==> config.mk <==
export PLATFORM = sky130hd
export DESIGN_NAME = target_pc_queue_flat
export DESIGN_NICKNAME = d
export VERILOG_FILES = /design/src/rtl/target_pc_queue_if.sv /design/src/rtl/target_pc_queue.sv /design/src/flat_wrapper.sv
export SDC_FILE = /design/constraint.sdc
export NUM_CORES = 1
export LEC_CHECK = 0
export ABC_AREA = 1
export ABC_CLOCK_PERIOD_IN_PS = 1230
export BUFFER_PORTS_ARGS = -buffer_cell sky130_fd_sc_hd__buf_2
export CORE_MARGIN = 10
export CORE_UTILIZATION = 54
export DETAILED_ROUTE_END_ITERATION = 8
export GPL_ROUTABILITY_DRIVEN = 0
export PLACE_DENSITY = 0.77
export SYNTH_ARGS = -nofsm -noshare
export SYNTH_HDL_FRONTEND = slang
export SYNTH_SLANG_ARGS = --single-unit
==> constraint.sdc <==
create_clock -name clk -period 1.23 [get_ports clk]
set_input_delay 0.0615 -clock clk [delete_from_list [all_inputs] [get_ports clk]]
set_output_delay 0.0615 -clock clk [all_outputs]
set_load 0.02 [all_outputs]
==> src/rtl/target_pc_queue_if.sv <==
// Fetch-side bundle of the target PC queue: ID-stage target, stall and
// resolve-stage mispredict in, PC/valid/redirect/busy toward fetch out.
interface target_pc_queue_if #(
    parameter int XLEN = 32
);
    logic            stall_i;
    logic            id_valid_i;
    logic [XLEN-1:0] id_target_i;
    logic            mispredict_i;
    logic [XLEN-1:0] target_pc_o;
    logic            target_valid_o;
    logic            redirect_o;
    logic            busy_o;

    modport master (
        output stall_i, id_valid_i, id_target_i, mispredict_i,
        input  target_pc_o, target_valid_o, redirect_o, busy_o
    );

    modport slave (
        input  stall_i, id_valid_i, id_target_i, mispredict_i,
        output target_pc_o, target_valid_o, redirect_o, busy_o
    );
endinterface

==> src/rtl/target_pc_queue.sv <==
// Target PC history queue with mispredict recovery redirect and squash window.
// Optional feature macro: TARGET_PC_MISPRED_CNT_EN adds mispred_cnt_o.
module target_pc_queue #(
    parameter int XLEN        = 32,
    parameter int DEPTH       = 2,
    parameter int RESOLVE_IDX = DEPTH - 1,
    parameter int SQUASH      = 1
) (
    input  logic                  clk,
    input  logic                  reset,
    target_pc_queue_if.slave      bus
`ifdef TARGET_PC_MISPRED_CNT_EN
    ,
    output logic [15:0]           mispred_cnt_o
`endif
);

    typedef enum logic {
        IDLE    = 1'b0,
        RECOVER = 1'b1
    } state_t;

    state_t          state_r;
    state_t          state_nxt_s;
    logic [3:0]      squash_cnt_r;
    logic [3:0]      squash_cnt_nxt_s;
    logic [XLEN-1:0] hist_r [DEPTH];
    logic [DEPTH-1:0] v_r;
    logic            accept_s;

    assign accept_s = (state_r == IDLE) && bus.mispredict_i && v_r[RESOLVE_IDX];

    // State and squash counter registers
    always_ff @(posedge clk or negedge reset) begin
        if (!reset) begin
            state_r      <= IDLE;
            squash_cnt_r <= 4'd0;
        end else begin
            state_r      <= state_nxt_s;
            squash_cnt_r <= squash_cnt_nxt_s;
        end
    end

    // Next-state: accepted mispredict opens the squash window, which only counts down while unstalled
    always_comb begin
        state_nxt_s      = state_r;
        squash_cnt_nxt_s = squash_cnt_r;
        case (state_r)
            IDLE: begin
                if (accept_s) begin
                    state_nxt_s      = RECOVER;
                    squash_cnt_nxt_s = 4'(SQUASH);
                end else begin
                    state_nxt_s      = IDLE;
                    squash_cnt_nxt_s = squash_cnt_r;
                end
            end
            RECOVER: begin
                if (!bus.stall_i) begin
                    squash_cnt_nxt_s = squash_cnt_r - 4'd1;
                    if (squash_cnt_r <= 4'd1) begin
                        state_nxt_s = IDLE;
                    end else begin
                        state_nxt_s = RECOVER;
                    end
                end else begin
                    state_nxt_s      = RECOVER;
                    squash_cnt_nxt_s = squash_cnt_r;
                end
            end
            default: begin
                state_nxt_s      = IDLE;
                squash_cnt_nxt_s = 4'd0;
            end
        endcase
    end

    // History shift register; valid bits are wiped on the accept edge even under stall
    always_ff @(posedge clk or negedge reset) begin
        if (!reset) begin
            for (int i = 0; i < DEPTH; i++) begin
                hist_r[i] <= '0;
            end
            v_r <= '0;
        end else begin
            if (!bus.stall_i) begin
                hist_r[0] <= bus.id_target_i;
                for (int i = 1; i < DEPTH; i++) begin
                    hist_r[i] <= hist_r[i-1];
                end
            end
            if (accept_s) begin
                v_r <= '0;
            end else if (!bus.stall_i) begin
                v_r[0] <= bus.id_valid_i & (state_r == IDLE);
                for (int i = 1; i < DEPTH; i++) begin
                    v_r[i] <= v_r[i-1];
                end
            end
        end
    end

    // Fetch-facing outputs; the redirect must appear in the same cycle as the mispredict
    always_comb begin
        bus.target_pc_o    = '0;
        bus.target_valid_o = 1'b0;
        bus.redirect_o     = 1'b0;
        bus.busy_o         = 1'b0;
        if (!reset) begin
            bus.target_pc_o    = '0;
            bus.target_valid_o = 1'b0;
        end else begin
            case (state_r)
                IDLE: begin
                    if (accept_s) begin
                        bus.target_pc_o    = hist_r[RESOLVE_IDX];
                        bus.target_valid_o = 1'b1;
                        bus.redirect_o     = 1'b1;
                    end else begin
                        bus.target_pc_o    = bus.id_target_i;
                        bus.target_valid_o = bus.id_valid_i;
                        bus.redirect_o     = 1'b0;
                    end
                end
                RECOVER: begin
                    bus.busy_o = 1'b1;
                end
                default: begin
                    bus.busy_o = 1'b0;
                end
            endcase
        end
    end

`ifdef TARGET_PC_MISPRED_CNT_EN
    logic [15:0] mispred_cnt_r;

    // Saturating count of accepted mispredictions
    always_ff @(posedge clk or negedge reset) begin
        if (!reset) begin
            mispred_cnt_r <= 16'd0;
        end else if (accept_s && (mispred_cnt_r != 16'hFFFF)) begin
            mispred_cnt_r <= mispred_cnt_r + 16'd1;
        end
    end

    assign mispred_cnt_o = mispred_cnt_r;
`endif

endmodule

==> src/flat_wrapper.sv <==
// flat-port wrapper written by rule: the top's interface ports become plain ports
module target_pc_queue_flat 
#(
    parameter int XLEN        = 32,
    parameter int DEPTH       = 2,
    parameter int RESOLVE_IDX = DEPTH - 1,
    parameter int SQUASH      = 1
)
  (clk, reset, bus_stall_i, bus_id_valid_i, bus_id_target_i, bus_mispredict_i, bus_target_pc_o, bus_target_valid_o, bus_redirect_o, bus_busy_o);
  target_pc_queue_if #(.XLEN(XLEN)) bus_i ();
  input  logic clk;
  input  logic reset;
  input wire logic [$bits(bus_i.stall_i)-1:0] bus_stall_i;
  input wire logic [$bits(bus_i.id_valid_i)-1:0] bus_id_valid_i;
  input wire logic [$bits(bus_i.id_target_i)-1:0] bus_id_target_i;
  input wire logic [$bits(bus_i.mispredict_i)-1:0] bus_mispredict_i;
  output wire logic [$bits(bus_i.target_pc_o)-1:0] bus_target_pc_o;
  output wire logic [$bits(bus_i.target_valid_o)-1:0] bus_target_valid_o;
  output wire logic [$bits(bus_i.redirect_o)-1:0] bus_redirect_o;
  output wire logic [$bits(bus_i.busy_o)-1:0] bus_busy_o;
  assign bus_i.stall_i = bus_stall_i;
  assign bus_i.id_valid_i = bus_id_valid_i;
  assign bus_i.id_target_i = bus_id_target_i;
  assign bus_i.mispredict_i = bus_mispredict_i;
  assign bus_target_pc_o = bus_i.target_pc_o;
  assign bus_target_valid_o = bus_i.target_valid_o;
  assign bus_redirect_o = bus_i.redirect_o;
  assign bus_busy_o = bus_i.busy_o;
  target_pc_queue #(.XLEN(XLEN), .DEPTH(DEPTH), .RESOLVE_IDX(RESOLVE_IDX), .SQUASH(SQUASH)) u_core (.clk(clk), .reset(reset), .bus(bus_i));
endmodule
==> results.tsv, run 1 <==
stage	metric	value	unit
outcome	outcome	finished with violations	
outcome	violations	negative setup slack	
final_layout	finalNetCount	562	
floorplanning	initial_core_util	55.80	%
timing	slew_headroom	42.68	%
worst_setup_path	path_cells	nand2_2, inv_2, nand2_2, buf_6, o21ai_0, inv_1, buf_4	
final_layout	antenna_cells	0	
grt	grt_pass1_wl	13310	um
logic_synthesis	yosysSeqAreaShare	53.46	%
power_and_ir_drop	power_density	1540	nW/um^2
timing	fin_crit_sh	125.2	%
detailed_routing	drtIter0Drc	90	
logic_synthesis	ys_async_sr_fraction	100.0	%
logic_synthesis	synth_flop_cell	dfrtp_1	
worst_setup_path	path_max_fanout	11	
worst_setup_path	cp_top_family	buffers and inverters	
timing	min_period	1.540	ns
floorplanning	ioPinCount	72	
final_layout	drive_above_1_share	24.90	%
detailed_routing	wirelength	8106	um
logic_synthesis	synth.distinct_cells	15	
placed_design	dpl_cell_area	3802	um^2
logic_synthesis	syn_inst	431	
floorplanning	fp.dieH	98.45	um
detailed_routing	via_count	2951	
worst_setup_path	crit_arrival	1.48	ns
placed_design	dp.cells	572	
worst_setup_path	cpMaxStageDelayCell	dfrtp_1	
worst_hold_path	hold_class	input pin to flip-flop	
logic_synthesis	avgSynthCellArea	7.710	um^2
floorplanning	core_area	5956	um^2
cts	clockBufferDepth	2	
final_layout	layout.cells.non_filler	601	
timing	worst_slew_pin_slew	0.8598	ns
logic_synthesis	synth_edf_count	0	
timing	fmax	649.2	MHz
timing	rsz0062_at_grt	yes	
final_layout	num-fill-cells	454	
timing	setup_viol	34	
logic_synthesis	yosysWarnings	0	
job	maxCapViolCount	0	
logic_synthesis	synth_nets	470	
timing	layout_setup_ws	-0.3104	ns
detailed_routing	wire_per_inst	13.49	um
floorplanning	rows	28	
logic_synthesis	synth_area	3323	um^2
logic_synthesis	synth_most_common_cell	nand2_1	
timing	slew_viol_final	0	
detailed_routing	drc	0	
logic_synthesis	synth_seq_cells	71	
floorplanning	die_w	98.45	um
power_and_ir_drop	ir_drop	0.0009825	V
logic_synthesis	netlist.area_leader.share	53.46	%
cts	h-tree-depth	3	
logic_synthesis	synthTopCellsByArea	dfrtp_1 (53%), nand2_1 (16%), o21ai_0 (9.2%)	
floorplanning	dieArea	9691	um^2
detailed_routing	viasPerCell	4.910	
cts	clock_latency	0.32	ns
cts	cts_tree	yes	
placed_design	io_buffer_count	71	
worst_setup_path	cp.required	1.17	ns
timing	whs	0.01272	ns
grt	antenna_found_initial	0	
worst_setup_path	cpMostUsedCell	nand2_2	
grt	grt-ovfl-total	0	
grt	grt_pass1_vias	2919	
worst_setup_path	crit_path_max_incr_delay	0.37	ns
final_layout	area_growth	30.38	%
final_layout	fin_area	4333	um^2
cts	cts_buffers	9	
worst_setup_path	cp-start-kind	flip-flop	
cts	cts_root_buf	clkbuf_8	
placed_design	dp_hpwl	5395	um
logic_synthesis	yosys.area.top_type	dfrtp_1	
grt	grt_max_degree	72	
timing	hold_viol	0	
detailed_routing	dr.pass1.iters	4	
power_and_ir_drop	p_leak	0.002516	uW
timing	fin_skew	0.006537	ns
logic_synthesis	synth_common_cells	nand2_1 (142), dfrtp_1 (71), inv_1 (71), o21ai_0 (61), a21oi_1 (33)	
grt	gr-usage-all-layers	16.54	%
worst_setup_path	end_kind	primary output	
worst_setup_path	path_buf_inv	4	
worst_setup_path	criticalPathCategory	flip-flop to primary output	
cts	clk_pin_slew	0.06	ns
detailed_routing	drtAntennaViolNets	0	
cts	clock_sinks	71	
logic make-up (layout without fill, tap and decap cells):
| group | count (synthesis) | count (layout) | synth area share, % |
|---|---|---|---|
| adder cells (fa/ha/maj) | 2 | 2 | 0.7529 |
| AND/OR/NAND/NOR | 159 | 159 | 18.45 |
| buffers and inverters | 98 | 193 | 12.12 |
| AO/OA/AOI/OAI | 101 | 101 | 15.21 |
| flip-flops | 71 | 71 | 53.46 |
cells in the final DEF, fill, tap and decap left out:
cell / synthesis / layout
buf_6: 2 / 13
clkbuf_8: 0 / 11
dlygate4sd3_1: 0 / 12
a21oi_2: 0 / 15
nor2_1: 8 / 7
o21ai_1: 7 / 29
nand3_1: 5 / 5
buf_12: 0 / 1
buf_16: 0 / 1
o21ai_2: 0 / 1
clkinv_2: 0 / 1
inv_2: 3 / 5
ha_1: 2 / 2
clkbuf_1: 6 / 2
nand4_1: 1 / 1
a21oi_1: 33 / 18
buf_2: 16 / 39
buf_4: 0 / 39
nand2_2: 3 / 3
nor2_4: 0 / 1
dfrtp_1: 71 / 71
nand2_1: 142 / 141
o21ai_0: 61 / 38
nand2_4: 0 / 1
inv_1: 71 / 69
routing by layer:
layer / vias to the layer above / GRT usage [%] / wire length [um] / share of wire [%]
met5: - / 0 / 0 / 0
met4: 0 / 8.379 / 105 / 1.3
met3: 6 / 3.841 / 414 / 5.1
met2: 64 / 28.44 / 4173 / 51
met1: 1372 / 18.78 / 3413 / 42
li1: 1509 / - / - / -
cell type report:
| class | count | area (um^2) | area share [%] |
|---|---|---|---|
| well taps | 75 | 93.84 | 2.166 |
| inverters | 74 | 277.8 | 6.411 |
| clock buffers | 13 | 158.9 | 3.667 |
| multi-input cells | 262 | 1219 | 28.13 |
| repair buffers | 105 | 802.0 | 18.51 |
| clock inverters | 1 | 5.005 | 0.1155 |
| flip-flops and latches | 71 | 1777 | 41.00 |
worst paths after layout:
path / startpoint / slack, ns / endpoint / cells after the start
min in group asynchronous: reset / 0.05 / u_core.state_r$_DFF_PN0_ / 2
worst min-delay path: bus_id_target_i[26] / 0.01 / u_core.hist_r[58]$_DFFE_PN0N_ / 3
max in group asynchronous: reset / 0.62 / u_core.hist_r[18]$_DFFE_PN0N_ / 2
worst max register to register: u_core.v_r[1]$_DFFE_PN0P_ / 0.03 / u_core.squash_cnt_r[1]$_DFFE_PN0P_ / 7
worst min register to register: u_core.hist_r[39]$_DFFE_PN0N_ / 0.47 / u_core.hist_r[7]$_DFFE_PN0N_ / 2
worst max-delay path: u_core.v_r[1]$_DFFE_PN0P_ / -0.31 / bus_target_pc_o[8] / 7
report_power, final:
| group | internal [uW] | switching (uW) | leakage, uW | total, uW |
|---|---|---|---|---|
| Clock | 820 | 774 | 0.0000854 | 1590 |
| Sequential | 2640 | 192 | 0.000878 | 2830 |
| Combinational | 938 | 1310 | 0.00155 | 2250 |
| Total | 4400 | 2270 | 0.00252 | 6670 |
what timing repair did:
item / 4_1_cts / 5_1_grt
resized for setup: 65 / 26
hold buffers: 12 / 0
endpoints found under the setup margin: 34 / 37
buffers inserted: 1 / 1
gates cloned: 1 / 0
hold endpoints to repair: 12 / 0
registers in the layout, indices dropped and copies added, names as in the netlist:
signal	count
u_core.v_r	2
u_core.state_r	1
u_core.squash_cnt_r	4
u_core.hist_r	64
worst reg2reg max path: stages, from the launching register on:
cell	delay [ns]
dfrtp_1	0.37
nand2_2	0.08
inv_2	0.08
nand2_2	0.10
buf_4	0.18
buf_4	0.14
nand3_1	0.05
o21ai_0	0.08
metrics by stage:
stage / TNS [ns] / util [%] / setup WS (ns) / total power (uW)
finish: -9.443 / 72.75 / -0.3104 / 6673
global route: -12.63 / 72.75 / -0.4052 / 7094
floorplan: 0 / - / 0.08513 / 4008
CTS: -9.945 / 71.81 / -0.3197 / 6620
global placement: -0.03387 / 63.84 / -0.03320 / 4629
detailed placement: -0.07539 / 63.84 / -0.03577 / 4680
(Power assumes the default switching activity.)
==> inputs of run 2 (changes only) <==
--- a/config.mk
+++ b/config.mk
@@ -6,7 +6,7 @@
 export NUM_CORES = 1
 export LEC_CHECK = 0
 export ABC_AREA = 1
-export ABC_CLOCK_PERIOD_IN_PS = 1230
+export ABC_CLOCK_PERIOD_IN_PS = 1600
 export BUFFER_PORTS_ARGS = -buffer_cell sky130_fd_sc_hd__buf_2
 export CORE_MARGIN = 10
 export CORE_UTILIZATION = 54
==> constraint.sdc (replaced) <==
create_clock -name clk -period 1.6 [get_ports clk]
set_input_delay 0.08 -clock clk [delete_from_list [all_inputs] [get_ports clk]]
set_output_delay 0.08 -clock clk [all_outputs]
set_load 0.02 [all_outputs]
==> run 2 against run 1 <==
The flow still finishes with violations (negative setup slack). Non-clock buffer count fell by 3. Die area did not move. Final area is 5.2% higher. Clock power is 13% higher. Clock-buffer cell count down 2. Critical endpoint is now bus_target_pc_o[22].
==> results.tsv, run 2 (synthesis gave the netlist of run 1 again) <==
stage	metric	value	unit	change
cts	cts_tree	yes		
worst_setup_path	r2r-start	u_core.squash_cnt_r[0]$_DFFE_PN0P_		
detailed_routing	dr.pass1.iters	4		unchanged
worst_setup_path	reg2reg_depth	5		-2
power_and_ir_drop	netSwitchingFraction	32.98	%	-1.1 points
placed_design	dpl_cell_area	3742	um^2	-1.6%
final_layout	area_growth	37.16	%	
detailed_routing	via_count	3083		+4.5%
job	maxCapViolCount	0		unchanged
power_and_ir_drop	p_seq_share	37.7	%	-4.8 points
worst_hold_path	hp-start	bus_id_target_i[23]		
placed_design	dp_hpwl	5354	um	-0.75%
detailed_routing	wl_met1	3546	um	+3.9%
cts	clockBufferDepth	2		unchanged
power_and_ir_drop	internal_power	3907	uW	-11%
worst_hold_path	min_to	u_core.hist_r[55]$_DFFE_PN0N_		
final_layout	largest_reg_flops	64		unchanged
worst_setup_path	end_kind	primary output		
worst_setup_path	path_max_fanout	15		+4
grt	grt-ovfl-total	0		unchanged
timing	min_period	1.628	ns	
detailed_routing	wl_met2	4598	um	+10%
power_and_ir_drop	finalPower	5829	uW	-13%
detailed_routing	viasPerCell	5.138		+4.6%
final_layout	largest_register	u_core.hist_r		
cts	cts_buffers	9		unchanged
grt	grt_max_degree	85		+18%
cts	clock_sinks	71		unchanged
detailed_routing	wl_met3	507	um	+22%
floorplanning	core_area	5956	um^2	unchanged
timing	fmax	614.1	MHz	
final_layout	fin_area	4558	um^2	+5.2%
worst_hold_path	holdPathStages	3		unchanged
worst_setup_path	r2r_end	u_core.state_r$_DFF_PN0_		
power_and_ir_drop	ir_drop	0.0009352	V	-4.8%
detailed_routing	topRoutingLayerUsed	met4		
placed_design	preCtsSetupSlack	0.2375	ns	+0.2733 ns
placed_design	io_buffer_count	71		unchanged
worst_setup_path	criticalPathCategory	flip-flop to primary output		
final_layout	antenna_cells	0		unchanged
worst_setup_path	crit_arrival	1.55	ns	+0.07 ns
floorplanning	dieArea	9691	um^2	unchanged
worst_setup_path	cp.required	1.52	ns	+0.35 ns
detailed_routing	drtAntennaViolNets	0		unchanged
timing	fin_crit_sh	101.8	%	
final_layout	drive_above_1_share	28.76	%	+3.9 points
cts	cts_root_buf	clkbuf_8		
power_and_ir_drop	power.switching	1923	uW	-15%
power_and_ir_drop	p_leak	0.002587	uW	+2.8%
worst_setup_path	cp-start-kind	flip-flop		
cts	clock_latency	0.34	ns	+0.02 ns
grt	grt_pass1_vias	3042		+4.2%
floorplanning	initial_core_util	55.80	%	unchanged
power_and_ir_drop	p_comb_share	31.6	%	-2.1 points
grt	grt_pass1_wl	13840	um	+4.0%
detailed_routing	drtIter0Drc	183		+100%
detailed_routing	wirelength	8801	um	+8.6%
final_layout	reg.largest.list	u_core.hist_r x64, u_core.squash_cnt_r x4, u_core.v_r x2		
worst_setup_path	r2r_slack	0.36	ns	+0.33 ns
final_layout	final_common_cell	nand2_1		
power_and_ir_drop	power.share.clock	30.7	%	+6.8 points
power_and_ir_drop	power_density	1279	nW/um^2	-17%
floorplanning	ioPinCount	72		unchanged
outcome	violations	negative setup slack		
timing	rsz0062_at_grt	yes		
grt	antenna_found_initial	0		unchanged
timing	worst_slew_pin_slew	0.8685	ns	+0.008647 ns
timing	fin_skew	0.005082	ns	-0.001456 ns
timing	slew_headroom	42.10	%	-0.58 points
timing	slew_viol_final	0		unchanged
cts	h-tree-depth	3		unchanged
timing	whs	0.01330	ns	+0.0005757 ns
timing	setup_viol	3		-91%
cts	clk_pin_slew	0.07	ns	about the same
final_layout	final_cell_mix	nand2_1 (142), inv_1 (71), dfrtp_1 (71), buf_2 (44), o21ai_0 (36)		
floorplanning	rows	28		unchanged
timing	layout_setup_ws	-0.02840	ns	+0.2820 ns
worst_hold_path	hold_class	input pin to flip-flop		
final_layout	finalNetCount	559		-0.53%
outcome	outcome	finished with violations		
floorplanning	fp.dieH	98.45	um	unchanged
detailed_routing	drc	0		unchanged
detailed_routing	wire_per_inst	14.67	um	+8.8%
timing	hold_viol	0		unchanged
floorplanning	die_w	98.45	um	unchanged
grt	gr-usage-all-layers	17.08	%	+0.54 points
==> run 2: cell count changes in the layout (fill, tap and decap cells not counted), sizes merged <==
cell         before  now
buf              93   87
clkbuf           13   11
bufinv            0    3
clkinv            1    2
dlygate4sd3      12   15
==> run 2: power by group through the flow <==
stage | registers [uW] | clock network, uW | logic, uW
final | 2200 | 1790 | 1840
after global routing | 2220 | 1890 | 2030
after CTS | 2170 | 1820 | 1430
after detailed placement | 2200 | 0 | 1340
after global placement | 2200 | 0 | 1300
after floorplan | 2170 | 0 | 913
==> run 2: stage by stage <==
step           util (%)  instances  setup TNS (ns)
3_3_place_gp      62.84        564               0
6_report          76.53        600        -0.03688
2_1_floorplan         -        431               0
5_1_grt           76.53        600          -1.735
4_1_cts           70.34        598        -0.07246
3_5_place_dp      62.84        564               0
==> run 2: timing repair <==
item                       4_1_cts  5_1_grt
buffers inserted                 3        2
pin swaps                        1        1
hold endpoints to repair        15        0
gates resized for setup         16      107
hold buffers                    15        0
setup endpoints to repair       32       32
==> run 2: layout make-up <==
cell class | count | area [um^2]
Timing Repair Buffer | 102 | 795.8
Inverter | 74 | 280.3
Sequential cell | 71 | 1777
Clock buffer | 11 | 151.4
Tap cell | 75 | 93.84
Clock inverter | 5 | 103.9
Multi-Input combinational cell | 262 | 1356
Fill cell | 425 | 1398
==> run 2: per-layer routing <==
metal,vias up,GRT usage (%)
met3,13,5.726
met5,-,0
li1,1499,-
met1,1475,19.43
met4,0,5.843
met2,96,29.35
==> run 2: worst max-delay path by stage <==
stage | startpoint | end | slack (ns)
2_1_floorplan | u_core.v_r[1]$_DFFE_PN0P_ | bus_target_pc_o[18] | 0.44
3_5_place_dp | u_core.v_r[1]$_DFFE_PN0P_ | bus_target_pc_o[22] | 0.24
3_3_place_gp | u_core.v_r[1]$_DFFE_PN0P_ | bus_target_pc_o[2] | 0.30
6_report | u_core.state_r$_DFF_PN0_ | bus_target_pc_o[22] | -0.03
4_1_cts | u_core.v_r[1]$_DFFE_PN0P_ | bus_target_pc_o[7] | -0.02
5_1_grt | u_core.v_r[1]$_DFFE_PN0P_ | bus_target_pc_o[22] | -0.09
==> run 2: critical path, stage by stage, from the launching register on <==
cell	delay, ns
dfrtp_1	0.40
inv_2	0.10
buf_12	0.11
nand2_4	0.07
buf_12	0.16
o21ai_1	0.14
inv_1	0.06
buf_2	0.16
==> inputs of run 3 (changes only) <==
--- a/config.mk
+++ b/config.mk
@@ -6,13 +6,13 @@
 export NUM_CORES = 1
 export LEC_CHECK = 0
 export ABC_AREA = 1
-export ABC_CLOCK_PERIOD_IN_PS = 1600
+export ABC_CLOCK_PERIOD_IN_PS = 2100
 export BUFFER_PORTS_ARGS = -buffer_cell sky130_fd_sc_hd__buf_2
 export CORE_MARGIN = 10
-export CORE_UTILIZATION = 54
+export CORE_UTILIZATION = 58
 export DETAILED_ROUTE_END_ITERATION = 8
 export GPL_ROUTABILITY_DRIVEN = 0
-export PLACE_DENSITY = 0.77
+export PLACE_DENSITY = 0.82
 export SYNTH_ARGS = -nofsm -noshare
 export SYNTH_HDL_FRONTEND = slang
 export SYNTH_SLANG_ARGS = --single-unit
==> constraint.sdc (replaced) <==
create_clock -name clk -period 2.1 [get_ports clk]
set_input_delay 0.105 -clock clk [delete_from_list [all_inputs] [get_ports clk]]
set_output_delay 0.105 -clock clk [all_outputs]
set_load 0.02 [all_outputs]
==> run 3 against run 2 <==
The run now ends clean. Sequential share of layout area is 6.8 points higher. Wire length decreased by 13%. Critical path type unchanged. Largest power group unchanged. Highest routed layer unchanged. Worst setup slack improved by 0.15 ns.
==> results.tsv, run 3 (synthesis gave the netlist of run 1 again) <==
stage	metric	value	unit	change
outcome	outcome	finished, final reports clean		
cts	clock_sinks	71		unchanged
timing	whs	0.01003	ns	-0.003263 ns
worst_setup_path	cp_top_family	buffers and inverters		
cts	clk_pin_slew	0.07	ns	about the same
final_layout	reg.largest.list	u_core.hist_r x64, u_core.squash_cnt_r x4, u_core.v_r x2		
floorplanning	ioPinCount	72		unchanged
detailed_routing	viasPerCell	4.977		-3.1%
floorplanning	initial_core_util	59.98	%	+4.2 points
worst_setup_path	cpMaxStageDelayCell	dfrtp_1		
timing	fin_skew	0.003608	ns	-0.001474 ns
final_layout	drive_above_1_share	19.56	%	-9.2 points
worst_setup_path	end_kind	primary output		
cts	post-cts-setup-buffers	0		-3
timing	slew_viol_final	0		unchanged
worst_setup_path	crit_arrival	1.88	ns	+0.33 ns
detailed_routing	dr.pass1.iters	4		unchanged
worst_setup_path	r2r_end	u_core.squash_cnt_r[1]$_DFFE_PN0P_		
timing	setup_viol	0		-3
timing	slew_headroom	40.77	%	-1.3 points
worst_setup_path	cp.required	2.00	ns	+0.48 ns
final_layout	largest_reg_flops	64		unchanged
timing	worst_slew_pin_slew	0.8885	ns	+0.02004 ns
worst_setup_path	crit_path_max_incr_delay	0.42	ns	+0.02 ns
worst_setup_path	reg2reg_depth	5		unchanged
final_layout	antenna_cells	0		unchanged
grt	gr-usage-all-layers	17.82	%	+0.73 points
detailed_routing	wire_per_inst	13.39	um	-8.7%
power_and_ir_drop	power_density	936.4	nW/um^2	-27%
final_layout	final_cell_mix	nand2_1 (142), inv_1 (71), dfrtp_1 (71), buf_2 (70), o21ai_0 (61)		
grt	grt.busiest_layer	met2		
placed_design	io_buffer_count	71		unchanged
cts	clockBufferDepth	2		unchanged
grt	grt-ovfl-total	0		unchanged
worst_setup_path	path_max_fanout	21		+6
timing	rsz0062_at_grt	no		
cts	cts_tree	yes		
detailed_routing	wirelength	7670	um	-13%
final_layout	final_util	70.03	%	-6.5 points
detailed_routing	drc	0		unchanged
placed_design	dp_hpwl	5222	um	-2.5%
floorplanning	rows	27		-3.6%
timing	hold_viol	0		unchanged
final_layout	largest_register	u_core.hist_r		
final_layout	area_growth	16.75	%	
floorplanning	dieArea	9158	um^2	-5.5%
detailed_routing	drtIter0Drc	180		-1.6%
timing	fmax	504.7	MHz	
worst_setup_path	path_cells	inv_2, nand2_2, buf_4, o21ai_0, inv_1, buf_2		
power_and_ir_drop	p_leak	0.002371	uW	-8.4%
grt	use_met2	29.12	%	-0.23 points
power_and_ir_drop	ir_drop	0.0006174	V	-34%
cts	ctsHoldBuffers	0		-15
timing	min_period	1.982	ns	
timing	fin_crit_sh	94.36	%	
worst_setup_path	path_buf_inv	4		-1
floorplanning	core_area	5540	um^2	-7.0%
cts	clock_latency	0.35	ns	about the same
detailed_routing	drtAntennaViolNets	0		unchanged
worst_setup_path	cp.depth	6		-1
cts	h-tree-depth	3		unchanged
worst_setup_path	r2r_slack	0.81	ns	+0.45 ns
cts	cts_resized	0		-16
worst_hold_path	hold_class	input pin to async pin		
grt	use_met1	22.35	%	+2.9 points
final_layout	finalNetCount	535		-4.3%
floorplanning	fp.dieH	95.70	um	-2.8%
cts	cts_buffers	9		unchanged
worst_setup_path	r2r-start	u_core.state_r$_DFF_PN0_		
detailed_routing	via_count	2852		-7.5%
grt	antenna_found_initial	0		unchanged
worst_setup_path	cp-start-kind	flip-flop		
cts	cts_root_buf	clkbuf_8		
grt	grt_pass1_vias	2836		-6.8%
grt	grt_pass1_wl	13190	um	-4.7%
floorplanning	die_w	95.70	um	-2.8%
grt	grt_max_degree	72		-15%
timing	tns	0	ns	+0.03688 ns
job	maxCapViolCount	0		unchanged
final_layout	final_common_cell	nand2_1		
worst_setup_path	criticalPathCategory	flip-flop to primary output		
grt	use_met3	4.280	%	-1.4 points
## run 3: how the worst max path moves through the flow
stage | start | end | slack (ns)
after floorplan | u_core.v_r[1]$_DFFE_PN0P_ | bus_target_pc_o[18] | 0.91
after global placement | u_core.state_r$_DFF_PN0_ | bus_target_pc_o[31] | 0.49
after detailed placement | u_core.state_r$_DFF_PN0_ | bus_target_pc_o[31] | 0.48
after CTS | u_core.state_r$_DFF_PN0_ | bus_target_pc_o[31] | 0.09
after global routing | u_core.state_r$_DFF_PN0_ | bus_target_pc_o[17] | 0.006
final | u_core.state_r$_DFF_PN0_ | bus_target_pc_o[31] | 0.12
## run 3: layer usage
metal  wire (um)  up-vias
met5           0        -
met4         117        0
met3         601       12
met2        3717       78
met1        3234     1319
li1            -     1443
## run 3: report_power, final
part | leakage, uW | internal, uW | switching [uW]
Combinational | 0.00140 | 322 | 669
Clock | 0.0000894 | 490 | 495
Sequential | 0.000878 | 1550 | 112
Total | 0.00237 | 2360 | 1280
## run 3: layout make-up
cell class | instances | area, um^2
fill | 451 | 1660
clock inverter | 3 | 17.52
sequential | 71 | 1777
inverter | 74 | 277.8
timing repair buffer | 78 | 410.4
clock buffer | 13 | 158.9
tap | 72 | 90.09
multi-input combinational | 262 | 1149
## run 3: through the flow
stage	std cells	instance area [um^2]	power (uW)	setup slack, ns
2_1_floorplan	431	3323	2347	0.9116
3_3_place_gp	557	3699	2634	0.4887
3_5_place_dp	557	3699	2675	0.4751
4_1_cts	573	3875	3649	0.08610
5_1_grt	573	3880	3873	0.006276
6_report	573	3880	3633	0.1185
## run 3: worst register-to-register path, stage by stage (launching register included)
cell and delay, ns:
dfrtp_1 0.42, inv_2 0.12, nand2_2 0.25, buf_4 0.26
nand3_1 0.05, o21ai_0 0.08
